--- config.mk ---
export PLATFORM = sky130hd
export DESIGN_NAME = fifo_window_drain
export DESIGN_NICKNAME = d
export VERILOG_FILES = /design/src/rtl/fifo_drain_pkg.sv /design/src/rtl/fifo_window_drain_sync2_n.sv /design/src/rtl/fifo_window_drain.sv
export SDC_FILE = /design/constraint.sdc
export NUM_CORES = 1
export LEC_CHECK = 0
export ABC_CLOCK_PERIOD_IN_PS = 23300
export CAP_MARGIN = 10
export CORE_MARGIN = 8
export CORE_UTILIZATION = 45
export CTS_CLUSTER_DIAMETER = 80
export DETAILED_ROUTE_END_ITERATION = 8
export MAX_ROUTING_LAYER = met4
export PLACE_DENSITY = 0.7
export SLEW_MARGIN = 20
export SYNTH_ARGS = -nofsm -noshare
export SYNTH_HDL_FRONTEND = slang
export SYNTH_SLANG_ARGS = --single-unit
export TNS_END_PERCENT = 50
--- constraint.sdc ---
create_clock -name clk_i -period 23.3 [get_ports clk_i]
set_input_delay 4.66 -clock clk_i [delete_from_list [all_inputs] [get_ports clk_i]]
set_output_delay 4.66 -clock clk_i [all_outputs]
set_load 0.01 [all_outputs]
--- src/rtl/fifo_drain_pkg.sv ---
// Shared types and constants for the FIFO window drain block.
package fifo_drain_pkg;

    localparam int SYNC_DEPTH = 2;

    typedef enum logic [1:0] {
        IDLE,
        STREAM,
        DONE
    } state_t;

endpackage

--- src/rtl/fifo_window_drain_sync2_n.sv ---
// Multi-flop synchronizer for slow asynchronous level signals.
module sync2_n
    import fifo_drain_pkg::*;
#(
    parameter int W = 1
) (
    input  logic         clk_i,
    input  logic         rst_i,
    input  logic [W-1:0] d_i,
    output logic [W-1:0] q_o
);

    logic [SYNC_DEPTH-1:0][W-1:0] chain_q;
    logic [SYNC_DEPTH-1:0][W-1:0] chain_d;

    always_comb begin
        chain_d = {chain_q[SYNC_DEPTH-2:0], d_i};
    end

    always_ff @(posedge clk_i or posedge rst_i) begin
        if (rst_i) begin
            chain_q <= '0;
        end else begin
            chain_q <= chain_d;
        end
    end

    assign q_o = chain_q[SYNC_DEPTH-1];

endmodule

--- src/rtl/fifo_window_drain.sv ---
// Snapshots a full FIFO window, streams it out word by word with a
// running checksum, then requests the FIFO to release the window.
module fifo_window_drain
    import fifo_drain_pkg::*;
#(
    parameter int n       = 32,
    parameter int m       = 16,
    parameter int address = 4
) (
    input  logic                 clk_i,
    input  logic                 rst_i,
    input  logic [m-1:0][n-1:0]  win_i,
    input  logic                 full_i,
    input  logic                 ready_i,
    output logic [n-1:0]         dout_o,
    output logic                 valid_o,
    output logic                 last_o,
    output logic [address-1:0]   idx_o,
    output logic                 rd_req_o,
    output logic [n-1:0]         sum_o,
    output logic                 sum_vld_o,
    output logic                 busy_o,
    output logic                 ovr_o
);

    localparam logic [address-1:0] LAST_IDX = address'(m - 1);

    state_t               state_q, state_d;
    logic [m-1:0][n-1:0]  shadow_q, shadow_d;
    logic [address-1:0]   idx_q, idx_d;
    logic [n-1:0]         acc_q, acc_d;
    logic [n-1:0]         sum_q, sum_d;
    logic                 ovr_q, ovr_d;
    logic                 full_s_d_q, full_s_d_d;
    logic                 full_s;
    logic                 start;
    logic                 at_last;
    logic                 streaming;

    sync2_n #(
        .W (1)
    ) u_full_sync (
        .clk_i (clk_i),
        .rst_i (rst_i),
        .d_i   (full_i),
        .q_o   (full_s)
    );

    assign start     = full_s & ~full_s_d_q;
    assign at_last   = (idx_q == LAST_IDX);
    assign streaming = (state_q == STREAM);

    always_comb begin
        state_d    = state_q;
        shadow_d   = shadow_q;
        idx_d      = idx_q;
        acc_d      = acc_q;
        sum_d      = sum_q;
        ovr_d      = ovr_q;
        full_s_d_d = full_s;

        unique case (state_q)
            IDLE: begin
                if (start) begin
                    shadow_d = win_i;
                    idx_d    = '0;
                    acc_d    = '0;
                    state_d  = STREAM;
                end
            end
            STREAM: begin
                if (ready_i) begin
                    acc_d = acc_q + shadow_q[idx_q];
                    if (at_last) begin
                        // publish the sum together with the DONE pulse
                        sum_d   = acc_d;
                        state_d = DONE;
                    end else begin
                        idx_d = idx_q + 1'b1;
                    end
                end
            end
            DONE: begin
                state_d = IDLE;
            end
            default: begin
                state_d = IDLE;
            end
        endcase

        if (start && (state_q != IDLE)) begin
            ovr_d = 1'b1;
        end
    end

    always_ff @(posedge clk_i or posedge rst_i) begin
        if (rst_i) begin
            state_q    <= IDLE;
            shadow_q   <= '0;
            idx_q      <= '0;
            acc_q      <= '0;
            sum_q      <= '0;
            ovr_q      <= 1'b0;
            full_s_d_q <= 1'b0;
        end else begin
            state_q    <= state_d;
            shadow_q   <= shadow_d;
            idx_q      <= idx_d;
            acc_q      <= acc_d;
            sum_q      <= sum_d;
            ovr_q      <= ovr_d;
            full_s_d_q <= full_s_d_d;
        end
    end

    assign valid_o   = streaming;
    assign dout_o    = streaming ? shadow_q[idx_q] : '0;
    assign idx_o     = streaming ? idx_q : '0;
    assign last_o    = streaming & at_last;
    assign rd_req_o  = (state_q == DONE);
    assign sum_vld_o = (state_q == DONE);
    assign sum_o     = sum_q;
    assign busy_o    = (state_q != IDLE);
    assign ovr_o     = ovr_q;

endmodule
# Yosys cells after proc, flatten, opt, wreduce, memory -nomap -nowiden
# Cells that the tools add are included.
totals:
  latchBits: 0
  wordCells: 61
  memories: 0
  inputBits: 516
  ram_bits: 0
  reg_bits: 586
  rom_bits: 0
op_classes:
  n_mux: 15
  div: 0
  n_shift: 0
  n_bitwise: 3
  eq_ne: 7
  mul: 0
  addsub: 2
  n_reduce_logical: 9
  n_lt_le_gt_ge: 1
op_table:
  columns: ["operator", "n"]
  rows:
  - ["$bmux W32 S4", 1]
  - ["$mux W32", 4]
  - ["$pmux W32 S2", 1]
  - ["$add A32 B32 Y32", 1]
  - ["$mux W4", 4]
  - ["$reduce_and A3 Y1", 3]
  - ["$ne A2 B2 Y1 const B", 4]
  - ["$pmux W4 S2", 1]
  - ["$mux W2", 3]
  - ["$lt A4 B5 Y1 const B", 1]
  - ["$add A4 B1 Y4 const B", 1]
  - ["$eq A4 B4 Y1 const B", 1]
  - ["$pmux W2 S2", 1]
  - ["$reduce_and A4 Y1", 1]
  - ["$reduce_bool A2 Y1", 2]
  - ["$and A1 B1 Y1", 2]
  - ["$eq A2 B1 Y1 const B", 1]
  - ["$eq A2 B2 Y1 const B", 1]
  - ["$logic_not A2 Y1", 1]
  - ["$reduce_and A2 Y1", 1]
  - ["$logic_and A1 B1 Y1", 1]
  - ["$not A1 Y1", 1]

# Longest topological paths before layout
# Gate-level depths: netlist (run 1).
depth:
  word_depth: 5
  ltp_mapped: 16
  depth_no_buf: 13

# Modules after synthesis
# From an unflattened synthesis (run 1), not the netlist that was laid out.
hier_totals:
  hier_cells: 1938
  area_unflattened_um2: 27710.3
modules_own_cells:
  columns: ["mod", "area_each_um2", "seq_area_each_um2", "n_inst", "cells_per_inst"]
  rows:
  - ["fifo_window_drain", 27656.5, 14614.0, 1, 1935]
  - ["sync2_n", 53.8, 50.0, 1, 3]

# Least setup slack after synthesis (run 1)
# No wires, ideal clock.
synth_timing:
  path_kind: "reg-to-output"
  start: "reg idx_q[0]"
  end: "out dout_o[25]"
  arrival_ns: 1.984
  required_time_ns: 18.640
  path_stages_with_launch: 9
  setup_slack_ns: 16.656
  path_cell_list: "dfrtp_1 -> buf_2 -> buf_6 -> buf_2 -> mux4_2 -> mux2_2 -> nand2_1 -> o21ai_0 -> and2_1"
synth_between:
  elab_chain_len: 3
synth_rtl:
  columns: ["element", "line", "rtl"]
  rows:
  - ["start: declaration", "fifo_window_drain.sv:30", "logic [address-1:0] idx_q, idx_d;"]
  - ["start signal: assignment", "fifo_window_drain.sv:108", "idx_q <= idx_d;"]
  - ["$bmux W32 S4", "fifo_window_drain.sv:117", "assign dout_o = streaming ? shadow_q[idx_q] : '0;"]
  - ["$mux W32 (not written as such)", "fifo_window_drain.sv:117", null]
  - ["$mux W32", "fifo_window_drain.sv:117", null]
  - ["end: declaration", "fifo_window_drain.sv:15", "output logic [n-1:0] dout_o,"]
# No other way between the ends. The select of a mux whose other input is x is not followed.

# Final worst setup path (run 1)
layout_timing:
  start: "reg idx_q[0]"
  end: "out dout_o[23]"
# The elaborated chain is that of the path after synthesis.

==> results of run 1 <==
==> critical path: stages (launching register included) <==
cell and delay [ns]:
dfrtp_4 0.62, buf_4 0.81, buf_4 0.76, mux4_2 0.59, mux2_2 0.32, nand2_1 0.08
o21ai_0 0.44, and2_1 0.33, clkdlybuf4s50_1 0.48
==> state kept, by name, summed over array words and instances (netlist names) <==
signal and cells:
sum_o 32, idx_q 4, acc_q 32, full_s_d_q 1, shadow_q 512, ovr_o 1
state_q 2, u_full_sync.chain_d 1, u_full_sync.q_o 1
==> synth_stat cells, types with 6 or more instances <==
library cell  instances  area (µm²)
nand3_1              18        90.1
dfrtp_1             586       14700
buf_1                17        63.8
inv_1                14        52.6
xor2_1                9        78.8
a21o_1               13        97.6
nand2_1             115         432
or4_1                 6        45.0
nor2_1               25        93.8
mux4_2              128        2880
o211ai_1              9        67.6
clkbuf_1             66         248
buf_2                40         200
a21oi_1              34         170
nand4_1              12        75.1
o21ai_0              52         260
mux2_2              554        6240
nor3_1                6        30.0
and2_1               46         288
ha_1                 32         400
a22o_1               19         166
xnor2_1              15         131
mux2i_1              33         330
==> worst max-delay path by stage <==
stage,to,slack (ns)
floorplan,acc_q[0],2.24
global placement,dout_o[21],14.07
detailed placement,dout_o[21],14.00
CTS,dout_o[21],13.35
global route,dout_o[21],13.15
finish,dout_o[23],13.52
==> placed cells by master (no fill, tap or decap), drive strengths merged, types with 4 or more instances in the layout <==
master	Yosys	routed
diode	0	9
mux4	128	128
a22o	19	19
nand3	18	18
a32o	4	4
ha	32	32
mux2i	33	33
xnor2	15	15
a21o	13	13
buf	61	21
clkbuf	67	99
nand2	115	115
a211oi	5	5
nand4	12	12
or3	5	5
o211ai	9	9
o21ai	56	56
xor2	9	9
clkinv	0	9
o21bai	5	5
mux2	554	554
a31o	4	4
nor3	7	7
a21oi	38	38
and2	46	46
inv	14	15
nor2	26	26
dfrtp	586	586
clkdlybuf4s50	0	589
or4	6	6
and3	4	4
==> power groups by stage <==
stage / clock network (µW) / registers (µW) / logic, µW
4_1_cts: 1050 / 1840 / 2810
2_1_floorplan: 0 / 1710 / 1950
3_3_place_gp: 0 / 1830 / 2740
5_1_grt: 1090 / 1910 / 3010
6_report: 1030 / 1850 / 2800
3_5_place_dp: 0 / 1860 / 2800
==> cells by family after synthesis <==
kind of cell,synth area share (%)
flops,52.8
buf+inv,2.17
xor+xnor,0.757
simple gates,4.36
mux,34.0
compound gates,4.40
fa+ha+maj,1.51
==> metrics by stage <==
step                util [%]  power (µW)  std cells
floorplan                  -        3670       1929
global placement        55.9        4570       3201
detailed placement      55.9        4650       3201
CTS                     59.4        5700       3314
global route            59.4        6010       3321
finish                  59.5        5670       3323
==> layout make-up <==
type | instances | share of cell area [%]
inverters | 14 | 0.165
clock buffers | 99 | 5.45
clock inverters | 14 | 0.384
diodes | 9 | 0.0617
repair buffers | 610 | 16.7
flip-flops and latches | 586 | 40.2
well taps | 790 | 2.71
multi-input cells | 1201 | 34.3
==> metal layers <==
| metal | vias to the layer above | GRT usage [%] | routed length (µm) |
|---|---|---|---|
| met5 | - | - | 0 |
| met4 | 0 | 12.0 | 4340 |
| li1 | 8233 | - | - |
| met1 | 9776 | 31.4 | 35900 |
| met2 | 598 | 42.5 | 45300 |
| met3 | 167 | 4.25 | 4000 |
==> metrics.md, run 1 <==
| Metric | Value |
|---|---|
| Sequential share of the synthesized area | 52.8% |
| Sequential group share of total power | 32.6% |
| Drt wl/cell | 27.0 µm |
| Reg2Reg Depth | 14 |
| Net Count, Synth | 2,478 |
| Multi-input logic area | 0.0125 mm² |
| Worst vdd ir | 0.0806 mV |
| Clock power share | 18.1% |
| Area of the mapped netlist | 0.0278 mm² |
| Post-DP HPWL | 68,500 µm |
| Slew headroom | 15.9% |
| Root buf cell | clkbuf_16 |
| Hold Slack | 0.353 ns |
| Req. time, crit path | 18.64 ns |
| Worst-Skew Late Latency | 0.59 ns |
| Pint | 3560 µW |
| Static leakage | 0.0150 µW |
| Switching power | 2100 µW |
| Endpoints failing hold | 0 |
| Hold-critical path depth | 0 |
| Die H | 264 µm |
| DR pass1 iterations | 5 |
| Vias | 18.8k |
| Pre-CTS setup slack | 14.00 ns |
| Pwr dens | 155 mW/mm² |
| Switching share of power | 37.1% |
| Share of cells above drive strength 1 | 32.8% |
| Fin worst setup slack | 13.52 ns |
| FF+latch area | 0.0147 mm² |
| Gr usage total | 25.9% |
| Critical path capture point type | output port |
| Combinational Power Share | 49.3% |
| Area Overhead vs Synth | 31.3% |
| Top_reg_cell synth | dfrtp_1 |
| RD Place Congestion | 0.902 |
| Final WL | 89,600 µm |
| Largest fanout on the critical path | 48 |
| Ports | 590 |
| Final-report max-slew violation count | 0 |
| I/O Buffers | 589 |
| Setup Fix Bufs, Post-CTS | 0 |
| First-pass GRT wire length | 132,000 µm |
| Largest net degree at the start of global routing | 198 |
| Area post-placement | 0.0343 mm² |
| Clock sink count | 586 |
| Critical path arrival | 5.12 ns |
| DRC Markers | 0 |
| Hold WC Path Type | flip-flop to flip-flop |
| Initial antenna violation count | 8 |
| Post-CTS resize count | 0 |
| H-tree levels | 3 |
| GRT overflow | 0 |
| Rows | 91 |
| Final #Nets | 3,028 |
| Vias per cell | 5.65 |
| Fillers | 4,797 |
| Syn_area_per_cell | 14.4 µm² |
| RSZ-0062 raised after global routing | no |
| Ys Warns | 0 |
| Worst r2r src | idx_q[0] |
| R2r setup slk | 17.24 ns |
| Die width | 264 µm |
| Max Clk Rate | 102 MHz |
| Initial Util | 45.3% |
| Worst-path clk slew | 0.06 ns |
| CTS tree | done |
| Final period utilization | 42.0% |
| CP Launch Type | flip-flop |
| Num CTS Buffers | 66 |
| Final TNS setup | 0 ns |
| Post-CTS Hold Buffers | 0 |
| Vias in the first global route | 20.6k |
| Die area | 0.0699 mm² |
| Worst-Margin Slew | 1.25 ns |
| Final instance area | 0.0365 mm² |
| Hold path endpoint | u_full_sync.q_o |
| Max Root-Sink Buffers | 3 |
| Cell variety after synth | 64 |
| Initial DRC Count | 1,124 |
| Synth Register Bits | 586 |
| FF-to-FF End | acc_q[26] |
| Final setup viols | 0 |
| Core Region | 0.0614 mm² |
| Syn Inst Count | 1,929 |
| Crit Path Category | flip-flop to output port |
| ANT nets after route | 0 |
| Outcome | finished, final reports clean |
| Post-synth EDFFs | 0 |
| Tmin final | 9.78 ns |
| Worst Setup SP | idx_q[0] |
| Worst Clk Skew | 0.0213 ns |
| Ys async rst share | 100% |
| Max-cap violations | 0 |
| Hold_sp | u_full_sync.chain_d[1] |
Note: power is estimated with default switching activity, not from simulation.
==> inputs of run 2 (changes only) <==
- ABC_CLOCK_PERIOD_IN_PS: 23300 -> 9300
- clock period: 23.3 -> 9.3 ns (I/O delays scaled with it)
==> run 2 against run 1 <==
Compared with the run above: total power rose to 2.5 times the previous value; combinational power grew to 2.5 times the previous value; global-route usage is 0.081 points lower; hold slack got worse by 0.0074 ns; final cell count increased by 0.24%; worst setup slack worse by 11 ns; die area is the same; critical path depth fell by 2; via count up 0.61%; final area up 0.12%; utilization rose by 0.073 points; critical path type unchanged.
==> metrics.md, run 2 (same netlist as run 1, synthesis figures left out) <==
| Metric | Value |
|---|---|
| Outcome | finished, final reports clean (unchanged) |
| Req. time, crit path | 7.44 ns (was 18.64 ns) |
| Max Clk Rate | 157 MHz |
| Worst-path clk slew | 0.06 ns (about the same) |
| Initial DRC Count | 1,310 (was 1,124) |
| H-tree levels | 3 (unchanged) |
| DRC Markers | 0 (unchanged) |
| Combinational Power Share | 49.3% (about the same) |
| DR pass1 iterations | 7 (was 5) |
| Multi-input logic area | 0.0125 mm² (about the same) |
| Worst-Margin Slew | 1.23 ns (was 1.25 ns) |
| Final period utilization | 68.3% |
| Endpoints failing hold | 0 (unchanged) |
| Vias per cell | 5.67 (was 5.65) |
| Kind of cell adding the most delay to the critical path | buffers and inverters (unchanged) |
| Buf+Inv Stages, Crit Path | 2 (was 3) |
| Post-CTS Hold Buffers | 0 (unchanged) |
| Slew headroom | 17.1% (was 15.9%) |
| Crit-path max cell delay | 0.98 ns (was 0.81 ns) |
| Crit Path Category | flip-flop to output port (unchanged) |
| Rows | 91 (unchanged) |
| FF+latch area | 0.0147 mm² (unchanged) |
| Critical path capture point type | output port (unchanged) |
| Final-report max-slew violation count | 0 (unchanged) |
| Initial antenna violation count | 16 (was 8) |
| Worst r2r src | idx_q[0] (unchanged) |
| CP cell instances | buf_4 > mux4_2 > mux2i_1 > o21ai_0 > and2_1 > clkdlybuf4s50_1 (was buf_4 > buf_4 > mux4_2 > mux2_2 > nand2_1 > o21ai_0 > and2_1 > clkdlybuf4s50_1) |
| Max reg flops | 512 (unchanged) |
| Gr usage total | 25.8% (was 25.9%) |
| Post-DP HPWL | 67,500 µm (was 68,500 µm) |
| Die H | 264 µm (unchanged) |
| Area Overhead vs Synth | 31.5% (was 31.3%) |
| Pint | 8940 µW (was 3560 µW) |
| Die width | 264 µm (unchanged) |
| Worst-Skew Late Latency | 0.59 ns (about the same) |
| Vias | 18.9k (was 18.8k) |
| Fillers | 4,779 (was 4,797) |
| Final TNS setup | 0 ns (unchanged) |
| Fin util | 59.5% (about the same) |
| Most frequent cells in the layout | 589 x clkdlybuf4s50_1, 582 x dfrtp_1, 554 x mux2_2, 128 x mux4_2, 114 x nand2_1 (was 589 x clkdlybuf4s50_1, 582 x dfrtp_1, 554 x mux2_2, 128 x mux4_2, 115 x nand2_1) |
| Post-CTS resize count | 0 (unchanged) |
| Critical path arrival | 4.49 ns (was 5.12 ns) |
| Switching power | 5250 µW (was 2100 µW) |
| Largest net degree at the start of global routing | 179 (was 198) |
| Switching share of power | 37.0% (was 37.1%) |
| Ports | 590 (unchanged) |
| Sequential group share of total power | 32.7% (was 32.6%) |
| GRT overflow | 0 (unchanged) |
| Root buf cell | clkbuf_16 (unchanged) |
| Max-cap violations | 0 (unchanged) |
| Vias in the first global route | 20.7k (was 20.6k) |
| CTS tree | done (unchanged) |
| Tot Pwr | 14,200 µW (was 5670 µW) |
| I/O Buffers | 589 (unchanged) |
| Final WL | 89,000 µm (was 89,600 µm) |
| Final instance area | 0.0365 mm² (about the same) |
| CP Launch Type | flip-flop (unchanged) |
| Final setup viols | 0 (unchanged) |
| Clock power share | 18.0% (was 18.1%) |
| Core Region | 0.0614 mm² (unchanged) |
| Top reg by flops | shadow_q (unchanged) |
| ANT nets after route | 0 (unchanged) |
| CP max stage cell | o21ai_0 (was buf_4) |
| Final #Nets | 3,029 (was 3,028) |
| Largest fanout on the critical path | 35 (was 48) |
| Worst Clk Skew | 0.0173 ns (was 0.0213 ns) |
| Hold_sp | u_full_sync.chain_d[1] (unchanged) |
| First-pass GRT wire length | 133,000 µm (was 132,000 µm) |
| Drt wl/cell | 26.7 µm (was 27.0 µm) |
| Static leakage | 0.0150 µW (about the same) |
| Num CTS Buffers | 66 (unchanged) |
| Worst vdd ir | 0.226 mV (was 0.0806 mV) |
| RD Place Congestion | 0.906 (was 0.902) |
| Area post-placement | 0.0344 mm² (was 0.0343 mm²) |
| Hold Slack | 0.345 ns (was 0.353 ns) |
| Leading cell type in the layout, fill and taps excluded | clkdlybuf4s50_1 (unchanged) |
| Tmin final | 6.35 ns |
| RSZ-0062 raised after global routing | no (unchanged) |
| Hold WC Path Type | flip-flop to flip-flop (unchanged) |
| Setup Fix Bufs, Post-CTS | 0 (unchanged) |
| Pwr dens | 389 mW/mm² (was 155 mW/mm²) |
| Worst Setup SP | idx_q[0] (unchanged) |
| Clock sink count | 586 (unchanged) |
| Die area | 0.0699 mm² (unchanged) |
| Share of cells above drive strength 1 | 32.7% (was 32.8%) |
| Max Root-Sink Buffers | 3 (unchanged) |
| Initial Util | 45.3% (unchanged) |
==> run 2: area by class of cell <==
class | count | share of cell area, %
Antenna cell | 14 | 0.0959
Clock buffer | 103 | 5.37
Clock inverter | 12 | 0.408
Inverter | 14 | 0.154
Multi-Input combinational cell | 1201 | 34.3
Sequential cell | 586 | 40.2
Tap cell | 790 | 2.71
Timing Repair Buffer | 611 | 16.8
==> run 2: final timing paths <==
check,to,slack [ns],cells past startpoint
setup / recovery,dout_o[24],2.95,6
hold / removal,u_full_sync.q_o,0.35,0
setup reg to reg,acc_q[26],3.96,12
hold reg to reg,u_full_sync.q_o,0.35,0
max in group asynchronous,idx_q[1],5.89,4
min in group asynchronous,shadow_q[154],1.54,2
==> run 2: worst reg2reg max path: cells and delay by family (launching register included) <==
family,cells,cell delay (ns)
AOI/OAI and AO/OA,6,1.56
adders and majority gates,1,0.49
buffers and inverters,1,0.50
DFF,1,0.90
muxes,2,1.26
and+or+nand+nor,2,0.50
==> run 2: per-stage QoR <==
step	std cells	worst slack, ns
3_3_place_gp	3201	3.61
2_1_floorplan	1929	-0.547
6_report	3331	2.95
5_1_grt	3329	2.74
3_5_place_dp	3202	3.57
4_1_cts	3317	2.91
==> run 2: power by group through the flow <==
stage,Combinational [µW],Clock [µW],Sequential (µW)
2_1_floorplan,4890,0,4290
3_3_place_gp,6870,0,4590
3_5_place_dp,6990,0,4670
4_1_cts,7030,2610,4640
5_1_grt,7520,2710,4800
6_report,7000,2550,4650
==> run 2: routing by layer <==
| layer | up-vias | share of wire [%] | track usage [%] |
|---|---|---|---|
| met1 | 9927 | 40 | 31.7 |
| met3 | 119 | 4.8 | 4.08 |
| met4 | 0 | 2.7 | 7.77 |
| met2 | 590 | 52 | 44.0 |
| met5 | - | 0 | - |
| li1 | 8253 | - | - |
